==> config.mk <==
export PLATFORM = sky130hd
export DESIGN_NAME = bus_rr_router
export DESIGN_NICKNAME = d
export VERILOG_FILES = /design/src/rtl/bus_rr_pkg.sv /design/src/rtl/bus_rr_lane.sv /design/src/rtl/bus_rr_router.sv
export SDC_FILE = /design/constraint.sdc
export NUM_CORES = 1
export LEC_CHECK = 0
export BUFFER_PORTS_ARGS = -buffer_cell sky130_fd_sc_hd__buf_2
export CAP_MARGIN = 20
export CORE_UTILIZATION = 46
export DETAILED_ROUTE_END_ITERATION = 12
export PLACE_DENSITY = 0.78
export SLEW_MARGIN = 15
export SYNTH_ARGS = -nofsm -noshare
export SYNTH_HDL_FRONTEND = slang
export SYNTH_SLANG_ARGS = --single-unit
export TNS_END_PERCENT = 1
==> constraint.sdc <==
create_clock -name clk -period 3 [get_ports clk]
set_input_delay 0.75 -clock clk [delete_from_list [all_inputs] [get_ports clk]]
set_output_delay 0.75 -clock clk [all_outputs]
set_load 0.01 [all_outputs]
==> src/rtl/bus_rr_pkg.sv <==
// Shared types and constants for the round-robin bus router.
package bus_rr_pkg;
  localparam int ID_W = 8;
  localparam logic [ID_W-1:0] BCAST_DEF = 8'hFF;

  typedef enum logic [1:0] {ST_IDLE, ST_POP, ST_PUSH} state_t;
endpackage

==> src/rtl/bus_rr_lane.sv <==
// One bus: round-robin grant over source FIFOs, one-packet buffer, unicast/broadcast/drop delivery.
module bus_rr_lane
  import bus_rr_pkg::*;
#(
  parameter int drvrs = 4,
  parameter int pckg_sz = 32,
  parameter logic [ID_W-1:0] broadcast = BCAST_DEF
) (
  input  logic                            clk,
  input  logic                            reset,
  input  logic [drvrs-1:0]                pndng,
  input  logic [drvrs-1:0][pckg_sz-1:0]   D_pop,
  input  logic [drvrs-1:0]                full,
  output logic [drvrs-1:0]                pop,
  output logic [drvrs-1:0]                push,
  output logic [pckg_sz-1:0]              D_push,
  output logic [15:0]                     drop_cnt
);
  localparam int PW = (drvrs > 1) ? $clog2(drvrs) : 1;

  state_t             state, state_nxt;
  logic [PW-1:0]      rr_ptr, rr_ptr_nxt, grant, grant_nxt, sel, cand;
  logic [pckg_sz-1:0] pkt, pkt_nxt, cur_pkt, d_push_nxt;
  logic [ID_W-1:0]    dest;
  logic [drvrs-1:0]   mask, pop_nxt, push_nxt;
  logic [15:0]        drop_nxt;
  logic               done, done_nxt, found, is_bcast, is_uni, ready;

  always_comb begin
    found = 1'b0;
    sel   = '0;
    cand  = '0;
    for (int i = 0; i < drvrs; i++) begin
      cand = PW'((int'(rr_ptr) + i) % drvrs);
      if (!found && pndng[cand]) begin
        found = 1'b1;
        sel   = cand;
      end
    end
  end

  // In POP the head word is still on D_pop, so delivery can be decided without a bubble.
  always_comb begin
    cur_pkt  = (state == ST_POP) ? D_pop[grant] : pkt;
    dest     = cur_pkt[pckg_sz-1 -: ID_W];
    is_bcast = (dest == broadcast);
    is_uni   = !is_bcast && (int'(dest) < drvrs);
    for (int i = 0; i < drvrs; i++)
      mask[i] = is_bcast ? (i != int'(grant)) : (is_uni && (int'(dest) == i));
    ready = ((full & mask) == '0);
  end

  always_comb begin
    state_nxt  = state;
    grant_nxt  = grant;
    rr_ptr_nxt = rr_ptr;
    pkt_nxt    = pkt;
    done_nxt   = done;
    pop_nxt    = '0;
    push_nxt   = '0;
    d_push_nxt = D_push;
    drop_nxt   = drop_cnt;
    unique case (state)
      ST_IDLE: begin
        if (found) begin
          grant_nxt    = sel;
          pop_nxt[sel] = 1'b1;
          state_nxt    = ST_POP;
        end
      end
      ST_POP: begin
        pkt_nxt   = cur_pkt;
        state_nxt = ST_PUSH;
        done_nxt  = 1'b1;
        if (!is_bcast && !is_uni) begin
          if (drop_cnt != 16'hFFFF) drop_nxt = drop_cnt + 16'd1;
        end else if (ready) begin
          push_nxt   = mask;
          d_push_nxt = cur_pkt;
        end else begin
          done_nxt = 1'b0;
        end
      end
      ST_PUSH: begin
        // done: the push (or drop) is already out this cycle, so release the bus.
        if (done) begin
          state_nxt  = ST_IDLE;
          rr_ptr_nxt = PW'((int'(grant) + 1) % drvrs);
        end else if (ready) begin
          push_nxt   = mask;
          d_push_nxt = pkt;
          done_nxt   = 1'b1;
        end
      end
      default: state_nxt = ST_IDLE;
    endcase
  end

  always_ff @(posedge clk or negedge reset) begin
    if (!reset) begin
      state    <= ST_IDLE;
      rr_ptr   <= '0;
      grant    <= '0;
      pkt      <= '0;
      done     <= 1'b0;
      pop      <= '0;
      push     <= '0;
      D_push   <= '0;
      drop_cnt <= '0;
    end else begin
      state    <= state_nxt;
      rr_ptr   <= rr_ptr_nxt;
      grant    <= grant_nxt;
      pkt      <= pkt_nxt;
      done     <= done_nxt;
      pop      <= pop_nxt;
      push     <= push_nxt;
      D_push   <= d_push_nxt;
      drop_cnt <= drop_nxt;
    end
  end
endmodule

==> src/rtl/bus_rr_router.sv <==
// Top: one independent round-robin lane per bus.
module bus_rr_router
  import bus_rr_pkg::*;
#(
  parameter int bits = 1,
  parameter int drvrs = 4,
  parameter int pckg_sz = 32,
  parameter logic [ID_W-1:0] broadcast = BCAST_DEF
) (
  input  logic                                   clk,
  input  logic                                   reset,
  input  logic [bits-1:0][drvrs-1:0]             pndng,
  input  logic [bits-1:0][drvrs-1:0][pckg_sz-1:0] D_pop,
  input  logic [bits-1:0][drvrs-1:0]             full,
  output logic [bits-1:0][drvrs-1:0]             pop,
  output logic [bits-1:0][drvrs-1:0]             push,
  output logic [bits-1:0][pckg_sz-1:0]           D_push,
  output logic [bits-1:0][15:0]                  drop_cnt
);
  for (genvar g = 0; g < bits; g++) begin : g_lane
    bus_rr_lane #(
      .drvrs(drvrs), .pckg_sz(pckg_sz), .broadcast(broadcast)
    ) u_lane (
      .clk(clk), .reset(reset),
      .pndng(pndng[g]), .D_pop(D_pop[g]), .full(full[g]),
      .pop(pop[g]), .push(push[g]), .D_push(D_push[g]), .drop_cnt(drop_cnt[g])
    );
  end
endmodule

* After elaboration in Yosys (flattened, before gate mapping)
Cells that the tools add are included.
** Operators by class
- $add $sub $neg :: 5
- $mul :: 0
- Div/mod/pow operators :: 0
- Order comparisons :: 8
- Eq/ne operators :: 16
- Shift-type cells :: 0
- Multiplexer cells :: 43
- Bitwise gates (word level) :: 1
- Reduce and logical (&&, ||, !) cells :: 25
** Operators by type and width (number)
- $mux W32 :: 6
- $bmux W32 S2 :: 1
- $pmux W32 S2 :: 1
- $mux W4 :: 5
- $lt A2 B3 Y1 const B :: 6
- $add A16 B1 Y16 const B :: 1
- $eq A8 B3 Y1 const B :: 2
- $mux W1 :: 16
- $ne A16 B16 Y1 const B :: 1
- $mux W2 :: 6
- $logic_and A1 B1 Y1 :: 10
- $bmux W1 S2 :: 4
- $eq A8 B2 Y1 const B :: 1
- $eq A8 B8 Y1 const B :: 1
- $logic_not A8 Y1 :: 1
- $lt A8 B3 Y1 const B :: 1
- $ne A2 B1 Y1 const B :: 4
- $pmux W4 S2 :: 1
- $pmux W2 S3 :: 1
- $reduce_and A2 Y1 :: 3
- $logic_not A1 Y1 :: 5
- $reduce_and A5 Y1 :: 1
- $add A2 B1 Y2 const B :: 2
- $add A2 B2 Y2 const B :: 2
- 13 further kinds :: 16
** Storage, ports and cells
- Bits in registers :: 95
- Latch bits :: 0
- Bits in writable memories :: 0
- Bits in read-only memories :: 0
- Input bits :: 138
- Output and inout bits :: 56
- Logic and storage cells :: 107
- Memories :: 0

* Logic depth before layout (Yosys ltp)
- Word-level depth :: 18
- Mapped depth :: 13
- Depth with buffers taken out :: 11

* Least setup slack after synthesis
No wires, ideal clock.
- Path kind :: register to register
- From :: register g_lane[0].u_lane.state[1]
- To :: register g_lane[0].u_lane.D_push[26]
- Data arrival time :: 2.791 ns
- Required time :: 2.875 ns
- Setup slack :: 0.084 ns
- Stages on the path, launching flop included :: 14
- Path buffers :: 2
- Period minus slack after synthesis :: 2.916 ns
- Cells stage by stage :: dfrtp_1 inv_1 ha_1 nand2b_1 buf_4 o221a_4 clkinv_4 nand2_1 nor4b_4 o311a_2 nor2_1 o2111ai_4 buf_8 mux2_4
** On the way
- Longest elaborated chain between the ends :: 11
- Elaborated cells between the ends (all ways) :: 32
- Those cells by class :: order compare: 1; eq/ne: 10; mux: 8; bitwise: 1; reduce/logical: 12
** Ends and longest elaborated chain
- from (decl) :: RTL line bus_rr_lane.sv:21 : state_t state, state_nxt;
- from (signal assigned) :: RTL line bus_rr_lane.sv:111 : state <= state_nxt;
- parallel branches: the longest is 11 deep, another holds $lt A8 B3 Y1
- to (signal assigned) :: RTL line bus_rr_lane.sv:118 : D_push <= d_push_nxt;
- to (decl) :: RTL line bus_rr_lane.sv:16 : output logic [pckg_sz-1:0] D_push,
Parallel ways; which one is timed is not known. The select of a mux whose other input is x is not followed.
A chain may end at the register's enable or synchronous reset.

* Worst setup path in the final report
- From :: register g_lane[0].u_lane.state[0]
- To :: register g_lane[0].u_lane.D_push[26]
Same word-level chain as after synthesis.

==> results_dict.tcl <==
set metrics [dict create \
    run_status "completed" \
    total_power_mw 8.10 \
    crit_fanout 6 \
    worst_pin_slew_ps 614 \
    ys.flop_type "dfrtp_1" \
    use_met1_pct 26.9 \
    synth.top_cell.area_share_pct 44.0 \
    htreeDepth 3 \
    avgSynthCellArea_um2 12.1 \
    track_usage_pct 22.3 \
    yosysSeqAreaShare_pct 44.0 \
    cts-root-buf "clkbuf_16" \
    relSlewSlack_pct 59.1 \
    hp-class "input port to asynchronous set/reset pin" \
    nets 817 \
    drt-pass1-iter-count 4 \
    period_needed_ps 2990 \
    fin_worst_skew_ps 6.20 \
    post-place-ws_ps -57.0 \
    antenna_left 0 \
    finalSetupTns_ps 0 \
    gr-total-overflow 0 \
    grt_max_degree 47 \
    clkTransAtPathRegs_ps 70 \
    area_growth_pct 34.3 \
    drc 0 \
    place_congestion 0.961 \
    dp_hpwl_um 10100 \
    finalCritPeriodShare_pct 99.7 \
    r2r_end "g_lane[0].u_lane.D_push[26]" \
    initial_utilization_pct 47.3 \
    synthTopCellsByCount "dfrtp_1 (95), mux2i_1 (67), inv_1 (37), nand2_1 (31), mux2_2 (29)" \
    synth_top_area_cell "dfrtp_1" \
    worst_r2r_path_depth 13 \
    maxCapViolCount 0 \
    placed_area_um2 6620 \
    wl_per_cell_um 17.3 \
    endpoint_kind "flop" \
    die_height_um 110 \
    timing.final.hold_violations 0 \
    crit_type "flop to flop" \
    synthDistinctLibCells 52 \
    grt.busiest_layer "met2" \
    tritoncts "done" \
    timing.final.ws_setup_ps 7.58 \
    place_inst 785 \
    cts_buffers 9 \
    async_flop_share_pct 100 \
    instances_no_fill 818 \
    routed-via-count 4428 \
    antenna_found_initial 0 \
    diodes 0 \
    drive_gt1_share_pct 49.9 \
    wirelength_um 14200 \
    startpoint_type "flop" \
    cts_buffer_depth 2 \
    syn_area_um2 5410 \
    crit_arrival_ps 3210 \
    grt_pass1_vias 4453 \
    met2_usage_pct 39.3 \
    power.density_nw_per_um2 1120 \
    io_pins 194 \
    r2r-start "g_lane[0].u_lane.state[0]" \
    synth.area.top_cells "dfrtp_1 (44%), mux2i_1 (12%), mux4_2 (10%)" \
    syn_inst 448 \
    portBuffers 193 \
    required_ps 3220 \
    synth_edf_count 0 \
    ir_drop_uv 746 \
    postCtsHoldBufs 0 \
    leakage_nw 3.75 \
    setup_viol 0 \
    ys_warn_count 0 \
    syn-num-nets 595 \
    rrSetupSlack_ps 8 \
    max_freq_ghz 0.334 \
    grt_pass1_wl_um 21700 \
    ys_ff_latch 95 \
    met3_usage_pct 4.61 \
    cts_sinks 95 \
    core_area_um2 11400 \
    die_x_um 110 \
    finalMaxSlewViolations 0 \
    via_per_inst 5.41 \
    dieArea_um2 12200 \
    clk_latency_ps 340 \
    final_cell_area_um2 7260 \
    drt_iter0_drc 181 \
    row_count 39 \
    synth_most_common_cell "dfrtp_1" \
]
==> registers in the layout, summed over array words and instances, names as in the netlist <==
signal / flops
g_lane.u_lane.pop: 4
g_lane.u_lane.state: 2
g_lane.u_lane.rr_ptr: 2
g_lane.u_lane.drop_cnt: 16
g_lane.u_lane.done: 1
g_lane.u_lane.grant: 2
g_lane.u_lane.D_push: 32
g_lane.u_lane.push: 4
g_lane.u_lane.pkt: 32
==> layout make-up <==
| type | count | area [um^2] |
|---|---|---|
| clock buffer | 12 | 236 |
| clock inverter | 4 | 55.1 |
| fill | 887 | 4160 |
| inverter | 39 | 155 |
| multi-input combinational | 293 | 2890 |
| sequential | 95 | 2380 |
| tap | 143 | 179 |
| timing repair buffer | 232 | 1360 |
==> cells in the final DEF, fill, tap and decap left out, types with 4 or more instances in the layout <==
cell       count
ha_1           8
buf_2        192
xnor2_1       12
inv_1         35
buf_4         31
o21ai_0        8
dfrtp_1       93
nor2b_1        4
o22ai_1        4
a21oi_1       12
nand2b_1       6
mux4_2        24
and3_1         5
nand2_1       30
clkbuf_16     11
o21a_1         4
buf_12         4
mux2_4         5
nand3_1        6
mux2_2        29
mux2i_1       66
nor2_1        19
==> cells by family (layout without fill, tap and decap cells) <==
family	after synthesis	after routing	synth area share [%]
flops	95	95	44.0
mux	125	125	29.8
buf+inv	60	287	5.18
xor+xnor	15	15	2.43
simple gates	95	95	8.82
compound gates	49	49	7.66
fa+ha+maj	9	9	2.08
==> through the flow <==
step | utilization (%) | hold WS (ps)
2_1_floorplan | - | 454
3_3_place_gp | 58.0 | 467
3_5_place_dp | 58.0 | 484
4_1_cts | 60.6 | 435
5_1_grt | 63.6 | 460
6_report | 63.6 | 414
==> report_power, final <==
part	internal, mW	switching [mW]
Combinational	2.41	2.33
Sequential	1.87	0.349
Clock	0.652	0.487
==> routing by layer <==
layer,share of wire (%),routed length (um)
met5,0,0
met4,3.0,428
met3,4.8,680
met2,52,7340
met1,40,5730
==> worst max-delay path, cell delays in order, from the launching register on <==
cell and delay (ps):
dfrtp_1 420, ha_4 200, buf_12 140, buf_4 160, nand2b_4 150, o21a_1 140, o21ai_1 170, nor4b_4 290
buf_4 180, a21oi_4 60, o31ai_4 260, o2111ai_4 210, buf_12 200, mux2_4 290
==> timing repair <==
action | CTS | global route
buffers inserted | 0 | 15
endpoints found under the hold margin | 0 | 0
cloned | 0 | 2
pin swaps | 0 | 9
gates resized for setup | 2 | 31
setup endpoints to repair | 22 | 32
==> worst max path at each step <==
stage | startpoint | to | slack [ps] | cells after the start
floorplan | g_lane[0].u_lane.state[1] | g_lane[0].u_lane.D_push[26] | 80 | 13
global placement | D_pop[123] | g_lane[0].u_lane.D_push[25] | 40 | 10
detailed placement | g_lane[0].u_lane.state[1] | g_lane[0].u_lane.D_push[12] | -60 | 12
CTS | g_lane[0].u_lane.state[1] | g_lane[0].u_lane.D_push[9] | 10 | 13
global route | g_lane[0].u_lane.grant[0] | g_lane[0].u_lane.D_push[25] | -80 | 10
finish | g_lane[0].u_lane.state[0] | g_lane[0].u_lane.D_push[26] | 8 | 13
Power figures use the tool's default switching activity.
